File: config.mk
export PLATFORM = sky130hd
export DESIGN_NAME = tap_serializer
export DESIGN_NICKNAME = d
export VERILOG_FILES = /design/src/rtl/tap_serializer.sv
export SDC_FILE = /design/constraint.sdc
export NUM_CORES = 1
export LEC_CHECK = 0
export BUFFER_PORTS_ARGS = -buffer_cell sky130_fd_sc_hd__buf_2
export CELL_PAD_IN_SITES_DETAIL_PLACEMENT = 1
export CELL_PAD_IN_SITES_GLOBAL_PLACEMENT = 1
export CORE_UTILIZATION = 47
export CTS_CLUSTER_DIAMETER = 80
export DETAILED_ROUTE_END_ITERATION = 8
export PLACE_DENSITY = 0.83
export SLEW_MARGIN = 5
export SYNTH_ARGS = -nofsm -noshare
export SYNTH_HDL_FRONTEND = slang
export SYNTH_SLANG_ARGS = --single-unit
File: constraint.sdc
create_clock -name clk -period 4.95 [get_ports clk]
set_input_delay 0.99 -clock clk [delete_from_list [all_inputs] [get_ports clk]]
set_output_delay 0.99 -clock clk [all_outputs]
set_load 0.01 [all_outputs]
File: src/rtl/tap_serializer.sv
// Queues tap sets captured on each rising edge of found and streams them out
// MSB-first over the dout/take/done bit-serial protocol.
module tap_serializer #(
    parameter int NUM_OF_TAPS = 15,
    parameter int DEPTH       = 4
) (
    input  logic                     clk,
    input  logic                     res,
    input  logic                     found,
    input  logic [NUM_OF_TAPS*8-1:0] taps,
    input  logic                     ena,
    output logic                     dout,
    output logic                     take,
    output logic                     done,
    output logic                     busy,
    output logic                     overflow,
    output logic [7:0]               drop_cnt
);
    localparam int TAPS_W = NUM_OF_TAPS * 8;
    localparam int PTR_W  = $clog2(DEPTH);
    localparam int CNT_W  = $clog2(DEPTH) + 1;
    localparam int BIT_W  = $clog2(TAPS_W);

    typedef enum logic {IDLE, SHIFT} state_t;

    state_t            state;
    logic              found_q;
    logic [TAPS_W-1:0] mem [DEPTH];
    logic [PTR_W-1:0]  wr_ptr;
    logic [PTR_W-1:0]  rd_ptr;
    logic [CNT_W-1:0]  count;
    logic [TAPS_W-1:0] shreg;
    logic [BIT_W-1:0]  bit_cnt;

    logic push_req;
    logic push;
    logic pop;
    logic full;
    logic empty;

    function automatic logic [7:0] sat_inc(input logic [7:0] v);
        return (v == 8'hFF) ? v : v + 8'd1;
    endfunction

    // A full FIFO still accepts a capture when the head leaves in the same cycle.
    always_comb begin
        empty    = (count == '0);
        full     = (count == CNT_W'(DEPTH));
        push_req = found & ~found_q;
        pop      = (state == IDLE) & ~empty;
        push     = push_req & (~full | pop);
    end

    always_ff @(posedge clk) begin
        if (push) begin
            mem[wr_ptr] <= taps;
        end
    end

    always_ff @(posedge clk or negedge res) begin
        if (!res) begin
            state    <= IDLE;
            found_q  <= 1'b0;
            wr_ptr   <= '0;
            rd_ptr   <= '0;
            count    <= '0;
            shreg    <= '0;
            bit_cnt  <= '0;
            dout     <= 1'b0;
            take     <= 1'b0;
            done     <= 1'b0;
            busy     <= 1'b0;
            overflow <= 1'b0;
            drop_cnt <= 8'd0;
        end else begin
            found_q  <= found;
            overflow <= push_req & ~push;
            busy     <= (state == SHIFT) | ~empty;
            if (push_req & ~push) begin
                drop_cnt <= sat_inc(drop_cnt);
            end
            if (push) begin
                wr_ptr <= wr_ptr + PTR_W'(1);
            end
            if (pop) begin
                rd_ptr <= rd_ptr + PTR_W'(1);
            end
            case ({push, pop})
                2'b10:   count <= count + CNT_W'(1);
                2'b01:   count <= count - CNT_W'(1);
                default: count <= count;
            endcase

            case (state)
                IDLE: begin
                    take <= 1'b0;
                    done <= 1'b0;
                    if (pop) begin
                        shreg   <= mem[rd_ptr];
                        bit_cnt <= BIT_W'(TAPS_W - 1);
                        state   <= SHIFT;
                    end
                end
                SHIFT: begin
                    if (ena) begin
                        dout    <= shreg[TAPS_W-1];
                        take    <= 1'b1;
                        shreg   <= {shreg[TAPS_W-2:0], 1'b0};
                        bit_cnt <= bit_cnt - BIT_W'(1);
                        if (bit_cnt == '0) begin
                            done  <= 1'b1;
                            state <= IDLE;
                        end else begin
                            done <= 1'b0;
                        end
                    end else begin
                        take <= 1'b0;
                        done <= 1'b0;
                    end
                end
                default: state <= IDLE;
            endcase
        end
    end
endmodule

==> results.json, run 1 <==
{
  "die_w_um": 231,
  "post_route_cells_drive_above_1_share_pct": 27.9,
  "cts_repair_resize_count": 0,
  "rows": 83,
  "placement.cell_area_mm2": 0.0259,
  "totalWireLength_um": 61300,
  "max_cap_viol_count": 0,
  "setup_tns_ns": 0,
  "syn_avg_cell_area_um2": 17.1,
  "setup.worst_path.end_class": "flop",
  "wire_length_of_the_first_global_routing_pass_um": 94100,
  "layout.filler_cells": 4714,
  "drt-initial-drc-count": 1036,
  "antenna_violating_nets_post_route": 0,
  "final_util_pct": 54.6,
  "worstPathRequired_ns": 5.44,
  "synthesis.nets": 1568,
  "number_of_global_route_vias_before_repair": 15200,
  "peakVddDrop_mv": 0.409,
  "synthXorXnorAreaFrac_pct": 0.285,
  "instances_no_fill": 2299,
  "setup_violations": 0,
  "htree_levels": 3,
  "worst_setup_hold_path_clk_slew_ns": 0.06,
  "synth-adder-area-share_pct": 0.489,
  "status": "completed",
  "total_leakage_power_uw": 0.00962,
  "largest_family_of_logic_cells_by_synthesized_area": "multiplexers",
  "ioPinCount": 137,
  "global_route.overflow_total": 0,
  "postCtsSetupBuffers": 0,
  "synth-seq-cells": 629,
  "count_of_flip_flops_with_a_built_in_enable_after_synthesis": 480,
  "power_per_unit_of_standard_cell_area_mw_per_mm2": 462,
  "initial_core_util_pct": 47.7,
  "ys.warnings.count": 0,
  "cts_max_path_buffers": 3,
  "antenna_found_initial": 3,
  "via_per_inst": 6.01,
  "synth_top_area_cell": "sky130_fd_sc_hd__edfxtp_1",
  "report.final.hold_viol_count": 0,
  "clkLatencyLatePin_ns": 0.59,
  "synth-async-reset-ratio_pct": 23.7,
  "slew_headroom_pct": 26.8,
  "nets": 1698,
  "worst_setup_path_start_kind": "flop",
  "timing.hold.worst.class": "input pin to asynchronous set/reset pin",
  "yosys.cell_types.count": 46,
  "critical_path_peak_fanout": 74,
  "drt-wirelength-per-cell_um": 26.7,
  "worst-r2r-setup-slack_ns": 1.26,
  "mostFrequentLayoutCells": "sky130_fd_sc_hd__edfxtp_1 (480), sky130_fd_sc_hd__dfrtp_1 (146), sky130_fd_sc_hd__nand2_1 (138)",
  "cts_num_sinks": 629,
  "root_buffer": "sky130_fd_sc_hd__clkbuf_16",
  "detailedRoute.firstPassIterationCount": 5,
  "yosysTopAreaCellShare_pct": 58.7,
  "post-dp-hpwl_um": 35400,
  "core_area_mm2": 0.0514,
  "dominantRegCellSynth": "sky130_fd_sc_hd__edfxtp_1",
  "post_synth_inst_count": 1435,
  "post-route-min-period_ns": 3.69,
  "critical_path_class": "flop to flop",
  "slew_viol_final": 0,
  "areaGrowthSynthToFinish_pct": 14.4,
  "timing.fmax_mhz": 271,
  "final_design_area_no_fill_mm2": 0.0281,
  "synth_simple_gate_area_share_pct": 3.30,
  "synth-seq-area-share_pct": 73.9,
  "post_synth_mux_area_share_pct": 11.5,
  "fin_worst_skew_ns": 0.0184,
  "io_buffer_count": 136,
  "post-route-period-util_pct": 74.6,
  "largest_net_degree_at_the_start_of_global_routing": 93,
  "synthesized_area_fraction_occupied_by_ao_oa_aoi_and_oai_cells_pct": 8.33,
  "count_of_vias_placed_by_the_detailed_router": 13800,
  "seq_area_mm2": 0.0182,
  "multi_input_area_mm2": 0.00590,
  "tritoncts.num_buffers": 68,
  "die_ar_mm2": 0.0531,
  "worst_slew_pin_slew_ns": 1.10,
  "mostFrequentLayoutCell": "sky130_fd_sc_hd__edfxtp_1",
  "dp_cells": 2175,
  "fp.dieH_um": 231,
  "global_route.usage.total_pct": 23.6,
  "drc_errors": 0,
  "routabilityCongestion": 0.762,
  "cts_hold_repair_buffers": 0,
  "grt_setup_unrepaired": "no",
  "post_synthesis_cell_area_mm2": 0.0245,
  "cts_tree": "built",
  "cell_types_occupying_the_most_area_after_synthesis": "sky130_fd_sc_hd__edfxtp_1 (59%), sky130_fd_sc_hd__dfrtp_1 (15%), sky130_fd_sc_hd__mux4_2 (6.2%)",
  "worst_ep_arrival_time_ns": 4.19
}
-- state kept, by name (all words and copies together), names as in the netlist --
signal / count
shreg: 120
found_q: 1
done: 1
take: 1
rd_ptr: 2
wr_ptr: 2
drop_cnt: 8
state: 1
mem: 480
dout: 1
overflow: 1
busy: 1
bit_cnt: 7
count: 3
-- power breakdown --
part           internal, uW  total (uW)  switching [uW]
registers              6380        6720             336
clock network          2940        4970            2020
logic                   504        1310             803
-- stage by stage --
stage / hold slack, ns / total power, uW / setup WS (ns)
after CTS: 0.469 / 13100 / 1.24
after global placement: 0.467 / 7920 / 1.44
after detailed placement: 0.474 / 8060 / 1.35
after global routing: 0.497 / 13400 / 1.09
after floorplan: 0.437 / 7520 / 0.0299
final: 0.424 / 13000 / 1.26
-- cells in the mapped netlist, drive strengths merged, types with 2 or more instances --
cell type	instances
buf	59
xnor2	5
nand3	4
a21boi	3
nor2	5
nand4	7
nor2b	3
or4	3
inv	14
nor4	2
a31oi	69
o2bb2ai	52
nand2	139
mux2i	4
dfrtp	149
mux4	68
xor2	3
ha	8
edfxtp	480
or3	2
o211ai	53
o22ai	52
and2	7
mux2	111
o31ai	2
nand2b	4
clkbuf	42
and3	2
o21ai	3
a21oi	71
-- area by class of cell --
cell class,count,area share [%]
flip-flops and latches,629,64.6
multi-input cells,691,21.0
clock buffers,90,6.72
repair buffers,161,3.38
well taps,680,3.03
clock inverters,33,1.02
inverters,14,0.205
diodes,1,0.00891
-- worst paths after layout --
kind,from,endpoint,depth (start not counted)
min reg2reg,shreg[84],shreg[84],1
min,res,drop_cnt[6],1
max in group asynchronous,res,shreg[39],2
max reg2reg,state,count[2],9
min in group clk,shreg[84],shreg[84],1
max,state,count[2],9
-- worst max-delay path: stages, from the launching register on --
cell                       delay, ns
sky130_fd_sc_hd__dfrtp_4        1.06
sky130_fd_sc_hd__nor4bb_2       0.88
sky130_fd_sc_hd__nor2b_2        0.25
sky130_fd_sc_hd__inv_1          0.13
sky130_fd_sc_hd__ha_1           0.23
sky130_fd_sc_hd__inv_1          0.09
sky130_fd_sc_hd__fa_1           0.40
sky130_fd_sc_hd__xor2_1         0.18
sky130_fd_sc_hd__nor2_1         0.15
sky130_fd_sc_hd__xor2_1         0.22
-- layer usage --
metal	global-route usage (%)	up-vias	part of all wire, %
met3	4.21	133	5.4
met2	40.6	467	52
li1	-	5922	-
met4	8.53	4	3.1
met1	30.0	7292	40
met5	0	-	0.052
-- logic make-up (layout without fill, tap and decap cells) --
group,count (synthesis),after routing
AO/OA/AOI/OAI,308,308
XOR/XNOR,8,8
adder cells (fa/ha/maj),9,9
buffers and inverters,115,298
flip-flops,629,629
multiplexers,183,183
other,0,1
AND/OR/NAND/NOR,183,183
Note: power is estimated with default switching activity, not from simulation.
==> inputs of run 2 (changes only) <==
PLACE_DENSITY = 0.86   (was 0.83)
clock period = 3.3 ns   (was 4.95 ns; I/O delays follow)
==> results.json, run 2 (synthesized netlist as in run 1, its figures left out) <==
{
  "worst_setup_hold_path_clk_slew_ns": 0.07,
  "worst_setup_path_start_kind": "flop",
  "dp_cells": 2186,
  "core_area_mm2": 0.0514,
  "detailedRoute.firstPassIterationCount": 6,
  "io_buffer_count": 136,
  "worst_slew_pin_slew_ns": 0.913,
  "number_of_global_route_vias_before_repair": 15500,
  "post-route-period-util_pct": 81.9,
  "ioPinCount": 137,
  "die_ar_mm2": 0.0531,
  "root_buffer": "sky130_fd_sc_hd__clkbuf_16",
  "totalWireLength_um": 65400,
  "clkLatencyLatePin_ns": 0.65,
  "tritoncts.num_buffers": 60,
  "die_w_um": 231,
  "fp.dieH_um": 231,
  "slowest_stage": "sky130_fd_sc_hd__nor4_4",
  "critical_path_peak_fanout": 64,
  "cpPeakStageDelay_ns": 0.67,
  "slew_viol_final": 0,
  "power_per_unit_of_standard_cell_area_mw_per_mm2": 674,
  "count_of_vias_placed_by_the_detailed_router": 14200,
  "largest_register": "mem",
  "worstPathRequired_ns": 3.75,
  "drc_errors": 0,
  "fin_worst_skew_ns": 0.0309,
  "cts_hold_repair_buffers": 0,
  "setup.worst_path.end_class": "flop",
  "timing.hold.worst.class": "input pin to asynchronous set/reset pin",
  "timing.fmax_mhz": 370,
  "global_route.overflow_total": 0,
  "max_cap_viol_count": 0,
  "post_route_cells_drive_above_1_share_pct": 28.3,
  "seq_area_mm2": 0.0182,
  "mostFrequentLayoutCell": "sky130_fd_sc_hd__edfxtp_1",
  "drt-initial-drc-count": 1251,
  "total_leakage_power_uw": 0.00958,
  "cts_tree": "built",
  "peakVddDrop_mv": 0.427,
  "wire_length_of_the_first_global_routing_pass_um": 99200,
  "antenna_violating_nets_post_route": 0,
  "htree_levels": 2,
  "slew_headroom_pct": 39.0,
  "largest_registers": "mem (480), shreg (120), drop_cnt (8)",
  "rows": 83,
  "cts_num_sinks": 629,
  "largest_register_ff_count": 480,
  "via_per_inst": 6.15,
  "setup_violations": 0,
  "failed_checks": "negative hold slack",
  "cts_repair_resize_count": 0,
  "fin_total_pwr_uw": 18900,
  "cts_max_path_buffers": 3,
  "critical_path_class": "flop to flop",
  "worst_ep_arrival_time_ns": 3.15,
  "cp_cell_sequence": "nor4_4 > inv_4 > buf_4 > a21oi_1 > a31oi_1",
  "multi_input_area_mm2": 0.00590,
  "status": "finished with violations",
  "post-dp-hpwl_um": 37400,
  "report.final.hold_viol_count": 1,
  "setup_tns_ns": 0,
  "antenna_found_initial": 14,
  "largest_net_degree_at_the_start_of_global_routing": 86,
  "postCtsSetupBuffers": 0,
  "layout.filler_cells": 4644,
  "final_hold_slack_ns": -0.000288,
  "instances_no_fill": 2307,
  "grt_setup_unrepaired": "no",
  "post-route-min-period_ns": 2.70,
  "nets": 1701,
  "global_route.usage.total_pct": 25.1,
  "initial_core_util_pct": 47.7,
  "areaGrowthSynthToFinish_pct": 14.2,
  "drt-wirelength-per-cell_um": 28.4,
  "routabilityCongestion": 0.838,
  "mostFrequentLayoutCells": "sky130_fd_sc_hd__edfxtp_1 (480), sky130_fd_sc_hd__dfrtp_1 (146), sky130_fd_sc_hd__nand2_1 (138)"
}
run 2: changes by cell type in the layout (fill, tap and decap cells not counted), moves of 2 or more:
cell / change
sky130_fd_sc_hd__diode_2: +7
sky130_fd_sc_hd__clkinv_4: +2
sky130_fd_sc_hd__clkbuf_16: -11
sky130_fd_sc_hd__buf_12: +10
sky130_fd_sc_hd__clkbuf_8: +4
sky130_fd_sc_hd__clkinv_1: -5
sky130_fd_sc_hd__bufinv_16: -3
run 2: power breakdown:
group / internal, uW / switching (uW)
clock: 3700 / 3040
combinational: 802 / 1270
sequential: 9560 / 518
run 2: per-stage QoR:
step	area (um2)	hold WS [ns]	util, %	setup WS [ns]
after global placement	26100	0.466	50.8	0.678
after detailed placement	26100	0.479	50.8	0.639
final	28000	-0.000288	54.6	0.597
after CTS	28000	0.0205	54.5	0.659
after floorplan	24600	0.364	-	0.0421
after global routing	28000	0.0507	54.5	0.491
run 2: worst paths after layout:
path,startpoint,to,slack (ns),cells past startpoint
setup / recovery,count[1],shreg[117],0.60,5
setup reg to reg,count[1],shreg[117],0.60,5
min in group clk,found,found_q,0.15,1
max in group asynchronous,res,shreg[19],2.38,2
hold / removal,res,found_q,-0.0003,1
hold reg to reg,shreg[84],shreg[84],0.50,1
run 2: layout make-up:
class	count	share of cell area, %
Timing Repair Buffer	172	4.13
Tap cell	680	3.03
Sequential cell	629	64.7
Clock inverter	30	0.834
Clock buffer	83	5.95
Multi-Input combinational cell	691	21.0
Antenna cell	8	0.0714
Inverter	14	0.205
run 2: per-layer routing:
metal	up-vias	share of wire [%]	global-route usage, %
met5	-	0.098	0
met4	10	3.8	10.6
met3	178	7.6	5.21
met2	663	51	42.0
met1	7380	38	31.8
li1	5956	-	-
run 2: worst max-delay path, delay by kind of cell (launching register included):
kind	cells	cell delay [ns]
simple gates	1	0.67
compound gates	2	0.36
buf+inv	2	0.92
flops	1	0.48
==> inputs of run 3 (changes only) <==
ABC_AREA = 1   (was not set)
CORE_UTILIZATION = 44   (was 47)
PLACE_DENSITY = 0.87   (was 0.86)
clock period = 2.25 ns   (was 3.3 ns; I/O delays follow)
==> results.json, run 3 <==
{
  "status": "completed",
  "multi_input_area_mm2": 0.00654,
  "synth-async-reset-ratio_pct": 23.7,
  "r2r_cells": 5,
  "post_route_cells_drive_above_1_share_pct": 13.3,
  "die_ar_mm2": 0.0604,
  "max_cap_viol_count": 0,
  "critical_path_class": "flop to flop",
  "ys.warnings.count": 0,
  "post-route-min-period_ns": 2.14,
  "fin_total_pwr_uw": 37200,
  "cell_types_occupying_the_most_area_after_synthesis": "sky130_fd_sc_hd__edfxtp_1 (55%), sky130_fd_sc_hd__dfrtp_1 (14%), sky130_fd_sc_hd__nand2_1 (14%)",
  "peakVddDrop_mv": 1.13,
  "mostFrequentLayoutCells": "sky130_fd_sc_hd__nand2_1 (949), sky130_fd_sc_hd__edfxtp_1 (480), sky130_fd_sc_hd__nand3_1 (351)",
  "placement.cell_area_mm2": 0.0281,
  "via_per_inst": 5.52,
  "slowest_stage": "sky130_fd_sc_hd__buf_4",
  "largest_register": "mem",
  "critical_path.most_common_cell": "sky130_fd_sc_hd__buf_4",
  "rows": 89,
  "largest_net_degree_at_the_start_of_global_routing": 169,
  "htree_levels": 3,
  "setup_tns_ns": 0,
  "worst_ep_arrival_time_ns": 2.60,
  "drt-initial-drc-count": 1647,
  "post-route-worst-setup-slack_ns": 0.107,
  "final_design_area_no_fill_mm2": 0.0303,
  "count_of_flip_flops_with_a_built_in_enable_after_synthesis": 480,
  "total_leakage_power_uw": 0.0128,
  "worstPathRequired_ns": 2.71,
  "pre_cts_slack_ns": 0.0636,
  "fp.dieH_um": 246,
  "number_of_global_route_vias_before_repair": 20900,
  "antenna_violating_nets_post_route": 0,
  "synth_common_cells": "sky130_fd_sc_hd__nand2_1 (951), sky130_fd_sc_hd__edfxtp_1 (480), sky130_fd_sc_hd__nand3_1 (352), sky130_fd_sc_hd__inv_1 (224), sky130_fd_sc_hd__dfrtp_1 (149)",
  "root_buffer": "sky130_fd_sc_hd__clkbuf_16",
  "critical_path.top_delay_family": "buffers and inverters",
  "fin_worst_skew_ns": 0.0269,
  "timing.hold.worst.class": "input pin to flop",
  "grt_setup_unrepaired": "no",
  "cts_tree": "built",
  "final_util_pct": 51.4,
  "min_from": "taps[28]",
  "cts_max_path_buffers": 3,
  "nets": 2741,
  "layout.filler_cells": 6219,
  "slew_viol_final": 0,
  "wire_length_of_the_first_global_routing_pass_um": 120000,
  "report.final.hold_viol_count": 0,
  "die_w_um": 246,
  "synth-seq-cells": 629,
  "worst_setup_path_start_kind": "flop",
  "setup_violations": 0,
  "drc_errors": 0,
  "post-route-period-util_pct": 95.2,
  "ioPinCount": 137,
  "endpoint_of_the_lowest_slack_register_to_register_path": "shreg[119]",
  "yosysTopAreaCellShare_pct": 55.1,
  "synth_top_area_cell": "sky130_fd_sc_hd__edfxtp_1",
  "post-dp-hpwl_um": 45300,
  "totalWireLength_um": 77700,
  "core_area_mm2": 0.0589,
  "power_per_unit_of_standard_cell_area_mw_per_mm2": 1230,
  "largest_register_ff_count": 480,
  "timing.fmax_mhz": 467,
  "worst_setup_hold_path_clk_slew_ns": 0.07,
  "number_of_buffers_and_inverters_on_the_critical_path": 2,
  "initial_core_util_pct": 44.4,
  "global_route.overflow_total": 0,
  "worst-r2r-setup-slack_ns": 0.11,
  "areaGrowthSynthToFinish_pct": 15.7,
  "count_of_vias_placed_by_the_detailed_router": 19000,
  "routabilityCongestion": 0.773,
  "detailedRoute.firstPassIterationCount": 5,
  "post_synth_inst_count": 2484,
  "worst_slew_pin_slew_ns": 0.798,
  "whs_endpoint": "mem[1][28]",
  "yosys.cell_types.count": 27,
  "synthMostInstantiatedCell": "sky130_fd_sc_hd__nand2_1",
  "dominantRegCellSynth": "sky130_fd_sc_hd__edfxtp_1",
  "tritoncts.num_buffers": 67,
  "largest_registers": "mem (480), shreg (120), drop_cnt (8)",
  "synthesis.nets": 2617,
  "slew_headroom_pct": 46.8,
  "cpPeakStageDelay_ns": 0.60,
  "cts_num_sinks": 629,
  "post_synthesis_cell_area_mm2": 0.0262,
  "io_buffer_count": 136,
  "setup.worst_path.end_class": "flop",
  "antenna_found_initial": 17,
  "drt-wirelength-per-cell_um": 22.5,
  "mostFrequentLayoutCell": "sky130_fd_sc_hd__nand2_1",
  "r2r-start": "state",
  "cp_cell_sequence": "buf_4 > nand2_2 > nand2_4 > buf_4 > o21ai_0",
  "min_path_cells": 1,
  "critical_path_peak_fanout": 61,
  "clkLatencyLatePin_ns": 0.63,
  "synth-seq-area-share_pct": 69.3,
  "seq_area_mm2": 0.0182,
  "syn_avg_cell_area_um2": 10.5,
  "global_route.usage.total_pct": 26.2
}
-- run 3: cell types whose count changed after synthesis, sizes merged, moves of 62 or more --
cell | previous run | this run
a31oi | 69 | 0
nand3 | 4 | 352
a21oi | 71 | 9
mux4 | 68 | 0
inv | 14 | 227
o21ai | 3 | 83
nand2 | 139 | 955
mux2 | 111 | 0
-- run 3: layout make-up --
| type | instances | area share (%) |
|---|---|---|
| antenna | 11 | 0.0909 |
| tap | 773 | 3.19 |
| multi-input combinational | 1494 | 21.6 |
| inverter | 227 | 2.87 |
| clock buffer | 92 | 6.21 |
| sequential | 629 | 59.9 |
| timing repair buffer | 189 | 5.17 |
| clock inverter | 29 | 0.942 |
-- run 3: layer usage --
layer / track usage, % / vias to the layer above / part of all wire, %
met2: 46.3 / 683 / 52
met3: 5.52 / 208 / 6.5
met5: 0 / - / 0.037
met4: 11.8 / 6 / 3.8
met1: 30.4 / 9718 / 37
li1: - / 8410 / -
-- run 3: cell families after synthesis --
| family | Yosys count | synth area share (%) |
|---|---|---|
| AOI/OAI and AO/OA | 99 | 1.96 |
| buffers and inverters | 361 | 6.01 |
| and+or+nand+nor | 1379 | 22.0 |
| DFF | 629 | 69.3 |
| adders and majority gates | 9 | 0.459 |
| xor gates and xnor gates | 7 | 0.234 |
-- run 3: through the flow --
step	std cells	hold slack [ns]
2_1_floorplan	2484	0.154
3_3_place_gp	3310	0.433
3_5_place_dp	3310	0.446
4_1_cts	3433	0.0143
5_1_grt	3440	0.0272
6_report	3444	0.0386
-- run 3: how the worst max path moves through the flow --
stage	cells after the start	to	start	slack, ns
final	5	shreg[119]	state	0.11
after floorplan	4	mem[0][0]	state	-0.71
after global routing	6	shreg[54]	state	0.005
after CTS	9	count[2]	count[1]	0.04
after detailed placement	9	count[2]	count[1]	0.06
after global placement	9	count[2]	count[1]	0.16
-- run 3: power breakdown --
part | switching, uW | internal [uW] | leakage, uW
Sequential | 928 | 14500 | 0.00630
Combinational | 7510 | 3310 | 0.00540
Clock | 4780 | 6190 | 0.00107
Total | 13200 | 24000 | 0.0128
-- run 3: timing repair --
| action | CTS | global route |
|---|---|---|
| hold buffers | 2 | 0 |
| pin swaps | 0 | 1 |
| gates resized for setup | 1 | 3 |
| hold endpoints to repair | 36 | 0 |
| setup endpoints to repair | 1 | 1 |
| buffers inserted | 0 | 0 |
